## src/rtl/dphy_lp_seq_rx.sv

```systemverilog
`default_nettype none
// ============================================================================
// Module   : dphy_lp_seq_rx
// Brief    : Per-lane D-PHY LP glitch filter, SoT/EoT sequence tracker and
//            HS-settle masker with registered all-lanes-valid flag.
// Revision : 1.0 - initial release
// ============================================================================
module dphy_lp_seq_rx #(
  parameter int LANES        = 4,
  parameter int T_SETTLE     = 300_000,
  parameter int T_CLK        = 5_000,
  parameter int FILTER_TICKS = 2
) (
  input  logic             clk_i,
  input  logic             srst_i,
  input  logic [LANES-1:0] lp_data_p_i,
  input  logic [LANES-1:0] lp_data_n_i,
  output logic [LANES-1:0] hs_data_valid_o,
  output logic             all_lanes_valid_o,
  output logic [LANES-1:0] sot_o,
  output logic [LANES-1:0] eot_o,
  output logic [LANES-1:0] lp_err_o
);

  localparam int IGNORE_TICKS = T_SETTLE / T_CLK;
  localparam int SCNT_W_RAW   = $clog2(IGNORE_TICKS + 1);
  localparam int SCNT_W       = (SCNT_W_RAW > 0) ? SCNT_W_RAW : 1;
  localparam int FCNT_W       = (FILTER_TICKS > 1) ? $clog2(FILTER_TICKS) : 1;

  localparam logic [SCNT_W-1:0] SETTLE_LAST = SCNT_W'(IGNORE_TICKS - 1);
  localparam logic [FCNT_W-1:0] FILT_LAST   = FCNT_W'(FILTER_TICKS - 1);

  localparam logic [1:0] LP_00 = 2'b00;
  localparam logic [1:0] LP_01 = 2'b01;
  localparam logic [1:0] LP_10 = 2'b10;
  localparam logic [1:0] LP_11 = 2'b11;

  if (IGNORE_TICKS < 1) begin : g_bad_settle
    $error("dphy_lp_seq_rx: T_SETTLE / T_CLK must be at least 1");
  end
  if (FILTER_TICKS < 1) begin : g_bad_filter
    $error("dphy_lp_seq_rx: FILTER_TICKS must be at least 1");
  end
  if (LANES < 1 || LANES > 4) begin : g_bad_lanes
    $error("dphy_lp_seq_rx: LANES must be in 1..4");
  end

  typedef enum logic [2:0] {
    ST_IDLE = 3'd0,
    ST_LP11 = 3'd1,
    ST_LP01 = 3'd2,
    ST_LP00 = 3'd3,
    ST_HS   = 3'd4
  } lane_state_t;

  logic [LANES-1:0] hs_next;
  logic             all_valid_q;
  logic             all_valid_d;

  for (genvar l = 0; l < LANES; l++) begin : g_lane
    logic [1:0]        lp_raw;
    logic [1:0]        smp_q, smp_d;
    logic [FCNT_W-1:0] stab_q, stab_d;
    logic [1:0]        f_q, f_d;
    lane_state_t       state_q, state_d;
    logic [SCNT_W-1:0] settle_q, settle_d;
    logic              err_d;
    logic              hs_valid_q, hs_valid_d;
    logic              sot_q, sot_d;
    logic              eot_q, eot_d;
    logic              err_q;

    assign lp_raw = {lp_data_p_i[l], lp_data_n_i[l]};

    // f only follows a sample that has already matched for FILTER_TICKS edges.
    always_comb begin
      smp_d  = lp_raw;
      stab_d = stab_q;
      f_d    = f_q;
      if (lp_raw != smp_q) begin
        stab_d = '0;
      end else if (stab_q != FILT_LAST) begin
        stab_d = stab_q + 1'b1;
      end
      if (stab_q == FILT_LAST) begin
        f_d = smp_q;
      end
    end

    always_comb begin
      state_d = state_q;
      err_d   = 1'b0;
      case (state_q)
        ST_IDLE: begin
          if (f_q == LP_11) state_d = ST_LP11;
        end
        ST_LP11: begin
          if (f_q == LP_01) begin
            state_d = ST_LP01;
          end else if (f_q != LP_11) begin
            state_d = ST_IDLE;
            err_d   = 1'b1;
          end
        end
        ST_LP01: begin
          if (f_q == LP_00) begin
            state_d = ST_LP00;
          end else if (f_q == LP_11) begin
            state_d = ST_LP11;
          end else if (f_q == LP_10) begin
            state_d = ST_IDLE;
            err_d   = 1'b1;
          end
        end
        ST_LP00: begin
          // A line change wins over settle expiry in the same cycle.
          if (f_q == LP_11) begin
            state_d = ST_LP11;
            err_d   = 1'b1;
          end else if (f_q != LP_00) begin
            state_d = ST_IDLE;
            err_d   = 1'b1;
          end else if (settle_q == SETTLE_LAST) begin
            state_d = ST_HS;
          end
        end
        ST_HS: begin
          if (f_q == LP_11) state_d = ST_LP11;
        end
        default: state_d = ST_IDLE;
      endcase

      settle_d = '0;
      if (state_q == ST_LP00 && state_d == ST_LP00) begin
        settle_d = settle_q + 1'b1;
      end

      hs_valid_d = (state_d == ST_HS);
      sot_d      = (state_d == ST_HS) && (state_q != ST_HS);
      eot_d      = (state_q == ST_HS) && (state_d != ST_HS);
    end

    always_ff @(posedge clk_i or posedge srst_i) begin
      if (srst_i) begin
        smp_q      <= LP_00;
        stab_q     <= '0;
        f_q        <= LP_00;
        state_q    <= ST_IDLE;
        settle_q   <= '0;
        hs_valid_q <= 1'b0;
        sot_q      <= 1'b0;
        eot_q      <= 1'b0;
        err_q      <= 1'b0;
      end else begin
        smp_q      <= smp_d;
        stab_q     <= stab_d;
        f_q        <= f_d;
        state_q    <= state_d;
        settle_q   <= settle_d;
        hs_valid_q <= hs_valid_d;
        sot_q      <= sot_d;
        eot_q      <= eot_d;
        err_q      <= err_d;
      end
    end

    assign hs_next[l]         = (state_d == ST_HS);
    assign hs_data_valid_o[l] = hs_valid_q;
    assign sot_o[l]           = sot_q;
    assign eot_o[l]           = eot_q;
    assign lp_err_o[l]        = err_q;
  end

  // Registered from next-state so it lines up with the per-lane valid flops.
  assign all_valid_d = &hs_next;

  always_ff @(posedge clk_i or posedge srst_i) begin
    if (srst_i) begin
      all_valid_q <= 1'b0;
    end else begin
      all_valid_q <= all_valid_d;
    end
  end

  assign all_lanes_valid_o = all_valid_q;

endmodule
`default_nettype wire

```

## config.mk

```make
export PLATFORM = sky130hd
export DESIGN_NAME = dphy_lp_seq_rx
export DESIGN_NICKNAME = d
export VERILOG_FILES = /design/src/rtl/dphy_lp_seq_rx.sv
export SDC_FILE = /design/constraint.sdc
export NUM_CORES = 1
export LEC_CHECK = 0
export CAP_MARGIN = 20
export CORE_ASPECT_RATIO = 2
export CORE_UTILIZATION = 61
export DETAILED_ROUTE_END_ITERATION = 16
export GPL_ROUTABILITY_DRIVEN = 0
export PLACE_DENSITY = 0.83
export REMOVE_ABC_BUFFERS = 1
export SLEW_MARGIN = 0
export SYNTH_ARGS = -nofsm -noshare
export SYNTH_HDL_FRONTEND = slang
export SYNTH_SLANG_ARGS = --single-unit
```

## constraint.sdc

```tcl
create_clock -name clk_i -period 4.5 [get_ports clk_i]
set_input_delay 0.675 -clock clk_i [delete_from_list [all_inputs] [get_ports clk_i]]
set_output_delay 0.675 -clock clk_i [all_outputs]
set_load 0.05 [all_outputs]
```

* Word-level counts from Yosys, hierarchy flattened
Index checks and enable logic that the tools add are counted.
** Word-level totals
- Register bits :: 73
- Output and inout bits :: 17
- Logic and storage cells :: 214
** Cells by class
- $add $sub $neg :: 8
- Eq/ne operators :: 56
- Mux-type cells :: 84
- Reductions and logical operators :: 29
** Operator list (count)
- $mux W3 :: 36
- $pmux W3 S4 :: 4
- $eq A3 B2 Y1 const B :: 12
- $mux W1 :: 36
- $add A6 B1 Y6 const B :: 4
- $eq A3 B3 Y1 const B :: 8
- $eq A6 B6 Y1 const B :: 4
- $mux W6 :: 4
- $ne A3 B3 Y1 const B :: 8
- $eq A2 B2 Y1 const B :: 8
- $eq A3 B1 Y1 const B :: 4
- $logic_and A1 B1 Y1 :: 12
- $logic_not A3 Y1 :: 4
- $pmux W1 S3 :: 4
- $eq A2 B1 Y1 const B :: 4
- $logic_not A2 Y1 :: 4
- $ne A2 B2 Y1 :: 4
- $ne A2 B2 Y1 const B :: 4
- $reduce_bool A2 Y1 :: 4
- $reduce_or A2 Y1 :: 4
- $add A1 B1 Y1 const B :: 4
- $reduce_and A4 Y1 :: 1

* Longest topological paths before layout
Gate-level depths: netlist of run 1.
- Depth after elaboration :: 8
- Mapped depth :: 5

* Worst setup path before layout of run 1
No wires, ideal clock.
- Path kind :: reg2reg
- Start :: register g_lane[3].f_q[0]
- End :: register all_valid_q (netlist: all_lanes_valid_o)
- Data arrival time :: 1536 ps
- Required time :: 4432 ps
- Setup slack :: 2896 ps
- Stages on the path, launching flop included :: 5
- Path buffers :: 0
- Period minus slack after synthesis :: 1604 ps
- Cells stage by stage :: dfrtp_1 -> or3b_1 -> or3b_4 -> o21ai_4 -> and4_1
** On the way
- Word-level cells in the longest chain between the ends :: 7
- Elaborated cells on any way between the ends :: 17
- Classes of those cells :: eq/ne: 5; mux: 9; reduce/logical: 3
** Ends and longest elaborated chain
- start, declared :: line 64 : logic [1:0] f_q, f_d;
- start signal, assigned :: line 147 : f_q <= LP_00;
- start signal, assigned :: line 157 : f_q <= f_d;
- $eq A2 B2 Y1 :: line 110 : end else if (f_q == LP_10) begin
- $mux W3 :: line 110
- $mux W3 :: line 108 : end else if (f_q == LP_11) begin
- $mux W3 :: line 106 : if (f_q == LP_00) begin
- $pmux W3 S4 (*) :: line 93 : case (state_q)
- net g_lane[3].state_d[2] :: line 65 : lane_state_t state_q, state_d;
- $eq A3 B3 Y1 (*) :: line 167 : assign hs_next[l] = (state_d == ST_HS);
- $reduce_and A4 Y1 (*) :: line 175 : assign all_valid_d = &hs_next;
- net all_valid_d :: line 58 : logic all_valid_d;
- end signal, assigned :: line 181 : all_valid_q <= all_valid_d;
- end, declared :: line 57 : logic all_valid_q;
The timed path passes the listed nets; every way through them passes the cells marked *.
A chain may end at the register's enable or synchronous reset.

* Worst setup path in the final report of run 1
- Start :: register g_lane[2].hs_valid_q
- End :: output hs_data_valid_o[2]
** RTL lines
- start, declared :: line 68 : logic hs_valid_q, hs_valid_d;
- start signal, assigned :: line 160 : hs_valid_q <= hs_valid_d;
- end, declared :: line 18 : output logic [LANES-1:0] hs_data_valid_o,
No word-level cell between the ends.

==> results.md, run 1 <==
Run status
* outcome: finished, final reports clean

GRT
* via count of the first global-routing pass: 1930
* aggregate global routing overflow: 0
* antenna violations before repair: 0
* maximum number of pins on one net before global-route repair: 47
* global-route wire length before repair: 8410 um
* overall global routing resource usage: 22.3%

Logic synthesis
* Synthesis Warnings: 0
* Yosys cell types: 42
* synthesized netlist cell count: 269
* fraction of synthesized cell area taken by the top area cell type: 58.6%
* most area-consuming cells after synthesis: sky130_fd_sc_hd__dfrtp_1 (59%), sky130_fd_sc_hd__nor2_1 (5.5%), sky130_fd_sc_hd__xor2_1 (4.5%)
* Mean Syn Cell Area: 11.6 um2
* Yosys reg bits: 73
* top cell type by total area after synthesis: sky130_fd_sc_hd__dfrtp_1
* post-synthesis cell area: 3120 um2
* sequential fraction of the synthesis area: 58.6%

Place
* Port-buffer cells: 26
* detailed-placement wirelength estimate: 3510 um
* placed instance area: 3330 um2

Drt
* wire per inst: 14.0 um
* ratio of routed vias to standard cells: 5.62
* Initial DRT Pass Iterations: 4
* number of nets still failing antenna checks after routing: 0
* final routed wirelength across all metal layers: 4920 um
* DRC violations left: 0
* First DRT Iteration DRCs: 19
* via count: 1971

Final layout
* leading cell types in the layout, fill and taps excluded: sky130_fd_sc_hd__dfrtp_1 (73), sky130_fd_sc_hd__nor2_1 (46), sky130_fd_sc_hd__clkdlybuf4s50_1 (26), sky130_fd_sc_hd__xor2_1 (16)
* leading cell type in the layout, fill and taps excluded: sky130_fd_sc_hd__dfrtp_1
* Layout Utilization: 71.4%
* total non-filler cell area in the finished layout: 3510 um2
* ratio of cells with drive above 1 in the final layout: 12.2%
* number of diodes added for antenna fixing: 0
* final layout net count: 303
* signed area change from the synthesized netlist to the final layout: 12.4%
* fillcell total: 358

Critical path
* Worst path max stage delay: 800 ps
* data arrival time of the critical path: 1500 ps
* maximum fanout encountered on the critical timing path: 1
* cell at the slowest stage of the critical path: sky130_fd_sc_hd__clkdlybuf4s50_1
* startpoint-to-endpoint class of the critical path: register to primary output
* ordered cell list for the critical path: clkdlybuf4s50_1
* startpoint class of the critical path: register
* worst endpoint required time: 3830 ps
* CP Buf/Inv Count: 1
* cell family with the largest share of critical-path delay: buffers and inverters
* nature of the critical path endpoint: primary output

Timing
* setup violators final: 0
* worst slew slack as a fraction of its limit: 40.0%
* RSZ-0062 raised after global routing: false
* period utilization: 48.4%
* final number of hold-violating endpoints: 0
* post-route clock skew: 6.16 ps
* worst slew pin tran: 899 ps
* achievable clock frequency: 459 MHz
* Sum Neg Setup Slack: 0 ps
* time the worst path needs with I/O delays and setup: 2180 ps
* final count of pins violating max slew: 0

Flow run
* # Max-Cap Violations: 0

Clock network
* TritonCTS clock tree: built
* post-CTS setup buffer count: 0
* count of hold-fix buffers inserted at cts: 0
* number of gates resized after CTS: 0
* Inserted Clock Buffers: 9
* sinks on the clock net: 73
* Longest Clk Path Bufs: 2
* Clk Tree Root Cell: sky130_fd_sc_hd__clkbuf_8
* Clock transition at path regs: 70 ps
* H-tree depth: 3
* source-to-sink clock delay at the later pin of the worst-skew pair: 350 ps

Power
* Peak VDD IR: 0.376 mV
* Switching Power: 0.413 mW
* Comb power frac: 13.9%
* share of power burned in the clock network: 31.1%
* Int Pwr: 1.04 mW
* total design power: 1.45 mW
* leakage power summed over all cells: 1.58 nW
* fraction of power spent switching nets: 28.4%
* total power divided by cell area: 414 nW/um2
* Flop pwr share: 55.0%

Min path
* class of the worst hold path: register to register

Floorplan
* starting utilization of the core area: 63.5%
* chip height: 103 um
* Die Span X: 52.6 um
* area of the core: 4910 um2
* die area: 5420 um2
* Top Ports: 27
* Placement Rows: 36

-- kinds of logic (layout without fill, tap and decap cells) --
family	Yosys count	count (layout)	synth area share (%)
compound gates	38	38	8.54
simple gates	98	98	16.6
xor+xnor	24	24	6.74
flops	73	73	58.6
fa+ha+maj	4	4	1.60
mux	9	9	3.21
buf+inv	23	48	4.69
-- power groups by stage --
stage	registers, mW	logic, mW	clock network [mW]
6_report	0.798	0.202	0.452
5_1_grt	0.811	0.221	0.488
4_1_cts	0.797	0.205	0.465
3_5_place_dp	0.810	0.205	0
3_3_place_gp	0.805	0.197	0
2_1_floorplan	0.834	0.105	0
-- cell type report --
class                           instances  area [um2]  area share (%)
Inverter                                5        18.8           0.535
Timing Repair Buffer                   27         268            7.64
Multi-Input combinational cell        173        1150            32.7
Sequential cell                        73        1830            52.1
Tap cell                               57        71.3            2.03
Clock buffer                           14         163            4.64
Clock inverter                          2        12.5           0.357
-- sequential cells by signal (all words and copies together), names as in the netlist --
signal and cells:
g_lane.state_q 12, g_lane.f_q 8, g_lane.eot_q 4, g_lane.hs_valid_q 4
g_lane.sot_q 4, g_lane.smp_q 8, g_lane.settle_q 24, g_lane.err_q 4
all_lanes_valid_o 1, g_lane.stab_q 4
-- per-layer routing --
layer | wire [um] | up-vias | global-route usage (%)
li1 | - | 951 | -
met1 | 1910 | 959 | 24.5
met2 | 2650 | 42 | 35.8
met3 | 152 | 19 | 6.19
met4 | 208 | 0 | 16.2
met5 | 0 | - | 0
-- cells in the mapped netlist (all sizes together) --
cell     n
nand3   11
nor3b    2
nor4b    1
a21oi    7
or3      1
nand4    3
mux2     8
clkbuf   2
or3b     8
and2     6
o211a    1
ha       4
nor3     3
nor2    46
a21o     7
o31ai    3
a32o     3
inv      5
and4     1
buf     16
a31oi    3
xor2    16
o21ai   11
o21ba    1
a211oi   2
nor2b    1
nand2    9
nor4     3
mux2i    1
nand2b   3
dfrtp   73
xnor2    8
-- per-stage QoR --
stage	hold slack, ps	std cells	setup slack (ps)
floorplan	430	251	1970
global placement	446	335	2350
detailed placement	458	335	2300
CTS	467	351	2320
global route	486	351	2290
finish	462	351	2320
-- worst paths after layout --
kind                       cells after the start  slack [ps]                    end                   from
max                                            1        2320     hs_data_valid_o[2]   g_lane[2].hs_valid_q
min reg2reg                                    1         460  g_lane[3].settle_q[0]  g_lane[3].settle_q[0]
min in group asynchronous                      2         840        g_lane[0].sot_q                 srst_i
min                                            1         460  g_lane[3].settle_q[0]  g_lane[3].settle_q[0]
max reg2reg                                    4        2780      all_lanes_valid_o       g_lane[3].f_q[0]
max in group asynchronous                      3        2770  g_lane[0].settle_q[3]                 srst_i
-- worst register-to-register path: stages, from the launching register on --
cell	delay (ps)
sky130_fd_sc_hd__dfrtp_1	450
sky130_fd_sc_hd__or3b_1	430
sky130_fd_sc_hd__or3b_4	450
sky130_fd_sc_hd__o21ai_4	150
sky130_fd_sc_hd__and4_1	190
No activity file was read; power rests on OpenSTA's default activity.
==> inputs of run 2 (changes only) <==
--- a/config.mk
+++ b/config.mk
@@ -7,10 +7,10 @@
 export LEC_CHECK = 0
 export CAP_MARGIN = 20
 export CORE_ASPECT_RATIO = 2
-export CORE_UTILIZATION = 61
+export CORE_UTILIZATION = 51
 export DETAILED_ROUTE_END_ITERATION = 16
 export GPL_ROUTABILITY_DRIVEN = 0
-export PLACE_DENSITY = 0.83
+export PLACE_DENSITY = 0.74
 export REMOVE_ABC_BUFFERS = 1
 export SLEW_MARGIN = 0
 export SYNTH_ARGS = -nofsm -noshare
==> constraint.sdc (replaced) <==
create_clock -name clk_i -period 1.74 [get_ports clk_i]
set_input_delay 0.261 -clock clk_i [delete_from_list [all_inputs] [get_ports clk_i]]
set_output_delay 0.261 -clock clk_i [all_outputs]
set_load 0.05 [all_outputs]
==> run 2 against run 1 <==
  * The flow now finishes with violations (design-rule violations)
  * Setup slack worse by 2300 ps
  * Routed wire length decreased by 0.59%
  * Design area up 4.9%
  * Count of clock-buffer cells in the layout fell by 2
  * Sequential share of layout area down 2.4 points
  * Final cell count increased by 4.0%
  * Clock power rose to 3.7 times the previous value
  * Clock skew decreased by 1.1 ps
  * Die area rose by 19%
  * Sequential power rose to 2.5 times the previous value
  * First-iteration DRC count increased to 4.1 times the previous value
  * Largest cell class unchanged
  * Largest power group unchanged
==> results.md, run 2 (synthesized netlist as in run 1, its figures left out) <==
Run status
* outcome: complete, but fails checks, was finished, final reports clean
* violations in the final reports: design-rule violations

Critical path
* Worst path max stage delay: 800 ps, about the same
* data arrival time of the critical path: 1450 ps, was 1500 ps
* Reg2Reg Depth: 4, unchanged
* startpoint class of the critical path: register, unchanged
* depth of the critical timing path with buffers and inverters included: 1, unchanged
* CP Buf/Inv Count: 1, unchanged
* startpoint-to-endpoint class of the critical path: register to primary output, unchanged
* ordered cell list for the critical path: clkdlybuf4s50_1, unchanged
* cell family with the largest share of critical-path delay: buffers and inverters, unchanged
* cell at the slowest stage of the critical path: sky130_fd_sc_hd__clkdlybuf4s50_1, unchanged
* maximum fanout encountered on the critical timing path: 1, unchanged
* nature of the critical path endpoint: primary output, unchanged
* worst endpoint required time: 1480 ps, was 3830 ps

Drt
* Initial DRT Pass Iterations: 10, was 4
* wire per inst: 13.4 um, was 14.0 um
* ratio of routed vias to standard cells: 5.39, was 5.62
* First DRT Iteration DRCs: 77, was 19
* number of nets still failing antenna checks after routing: 0, unchanged
* via count: 1966, was 1971
* DRC violations left: 6, was 0
* final routed wirelength across all metal layers: 4890 um, was 4920 um

Min path
* class of the worst hold path: input pin to async pin, was register to register

Place
* detailed-placement wirelength estimate: 3480 um, was 3510 um
* placed instance area: 3390 um2, was 3330 um2
* Port-buffer cells: 26, unchanged
* Place WS: 163 ps, was 2300 ps
* cell count after placement: 350, was 335

Clock network
* H-tree depth: 3, unchanged
* Clk Tree Root Cell: sky130_fd_sc_hd__clkbuf_16, was sky130_fd_sc_hd__clkbuf_8
* Inserted Clock Buffers: 9, unchanged
* source-to-sink clock delay at the later pin of the worst-skew pair: 320 ps, was 350 ps
* Longest Clk Path Bufs: 2, unchanged
* sinks on the clock net: 73, unchanged
* Clock transition at path regs: 50 ps, was 70 ps
* TritonCTS clock tree: built, unchanged
* count of hold-fix buffers inserted at cts: 0, unchanged

Floorplan
* chip height: 113 um, was 103 um
* die area: 6450 um2, was 5420 um2
* Top Ports: 27, unchanged
* starting utilization of the core area: 52.4%, was 63.5%
* Die Span X: 57.3 um, was 52.6 um
* area of the core: 5960 um2, was 4910 um2
* Placement Rows: 40, was 36

Timing
* time the worst path needs with I/O delays and setup: 1710 ps
* final setup slack of the worst path: 33.9 ps, was 2320 ps
* worst slew slack as a fraction of its limit: 65.5%, was 40.0%
* worst hold slack after final layout: 342 ps, was 462 ps
* achievable clock frequency: 586 MHz
* setup violators final: 0, unchanged
* period utilization: 98.0%
* worst slew pin tran: 516 ps, was 899 ps
* final count of pins violating max slew: 0, unchanged
* final number of hold-violating endpoints: 0, unchanged
* post-route clock skew: 5.02 ps, was 6.16 ps
* RSZ-0062 raised after global routing: false, unchanged
* Sum Neg Setup Slack: 0 ps, unchanged

Power
* Peak VDD IR: 0.569 mV, was 0.376 mV
* Comb power frac: 14.7%, was 13.9%
* leakage power summed over all cells: 1.76 nW, was 1.58 nW
* fraction of power spent switching nets: 25.9%, was 28.4%
* Switching Power: 1.12 mW, was 0.413 mW
* total design power: 4.33 mW, was 1.45 mW
* total power divided by cell area: 1180 nW/um2, was 414 nW/um2
* Int Pwr: 3.21 mW, was 1.04 mW
* Flop pwr share: 46.3%, was 55.0%
* share of power burned in the clock network: 39.0%, was 31.1%

GRT
* maximum number of pins on one net before global-route repair: 43, was 47
* overall global routing resource usage: 18.0%, was 22.3%
* antenna violations before repair: 0, unchanged
* global-route wire length before repair: 8640 um, was 8410 um
* via count of the first global-routing pass: 2008, was 1930
* aggregate global routing overflow: 0, unchanged

Final layout
* most flop-heavy register: g_lane.settle_q, unchanged
* final layout net count: 312, was 303
* number of diodes added for antenna fixing: 0, unchanged
* total non-filler cell area in the finished layout: 3680 um2, was 3510 um2
* number of flip-flops in the largest register: 24, unchanged
* ratio of cells with drive above 1 in the final layout: 17.9%, was 12.2%
* count of placed standard cells in the final layout, fillers left out: 365, was 351
* signed area change from the synthesized netlist to the final layout: 17.9%, was 12.4%
* fillcell total: 464, was 358
* Layout Utilization: 61.7%, was 71.4%
* leading cell types in the layout, fill and taps excluded: sky130_fd_sc_hd__dfrtp_1 (73), sky130_fd_sc_hd__nor2_1 (46), sky130_fd_sc_hd__buf_4 (17), sky130_fd_sc_hd__xor2_1 (16), sky130_fd_sc_hd__clkdlybuf4s50_1 (16), was sky130_fd_sc_hd__dfrtp_1 (73), sky130_fd_sc_hd__nor2_1 (46), sky130_fd_sc_hd__clkdlybuf4s50_1 (26), sky130_fd_sc_hd__xor2_1 (16)
* registers with the highest flip-flop counts: g_lane.settle_q (24), g_lane.state_q (12), unchanged
* leading cell type in the layout, fill and taps excluded: sky130_fd_sc_hd__dfrtp_1, unchanged

Flow run
* # Max-Cap Violations: 0, unchanged

## run 2: cell count changes in the layout (fill, tap and decap cells not counted), moves of 3 or more
cell	before	now
sky130_fd_sc_hd__buf_4	1	17
sky130_fd_sc_hd__clkbuf_1	3	0
sky130_fd_sc_hd__clkbuf_16	0	9
sky130_fd_sc_hd__clkbuf_8	11	3
sky130_fd_sc_hd__clkdlybuf4s50_1	26	16
sky130_fd_sc_hd__dlymetal6s2s_1	0	3
## run 2: repair_timing
action,in CTS,in global routing
resized for setup,0,3
endpoints found under the hold margin,0,0
buffers inserted,0,0
setup endpoints to repair,0,3
## run 2: final timing paths
check | startpoint | endpoint | slack, ps
min in group clk_i | lp_data_p_i[1] | g_lane[1].smp_q[1] | 420
hold reg to reg | g_lane[1].settle_q[0] | g_lane[1].settle_q[0] | 460
hold / removal | srst_i | g_lane[2].state_q[0] | 340
setup / recovery | g_lane[2].eot_q | eot_o[2] | 30
max in group asynchronous | srst_i | g_lane[2].settle_q[1] | 990
setup reg to reg | g_lane[3].f_q[0] | all_lanes_valid_o | 150
## run 2: power by group through the flow
stage,clock network [mW],logic [mW],registers [mW]
3_3_place_gp,0,0.630,2.03
3_5_place_dp,0,0.641,2.04
2_1_floorplan,0,0.270,2.16
5_1_grt,1.80,0.702,2.04
6_report,1.69,0.636,2.01
4_1_cts,1.73,0.644,2.01
## run 2: final cells by class
class | instances | area (um2) | area share (%)
Clock buffer | 12 | 267 | 7.25
Clock inverter | 3 | 15.0 | 0.408
Inverter | 5 | 18.8 | 0.510
Multi-Input combinational cell | 173 | 1150 | 31.2
Sequential cell | 73 | 1830 | 49.7
Tap cell | 63 | 78.8 | 2.14
Timing Repair Buffer | 36 | 325 | 8.85
## run 2: metal layers
metal / global-route usage (%) / share of wire, % / vias to the layer above
met4: 10.2 / 2.6 / 0
met1: 18.5 / 39 / 977
met5: 0 / 0 / -
met2: 31.4 / 56 / 24
met3: 5.41 / 3.1 / 7
li1: - / - / 958
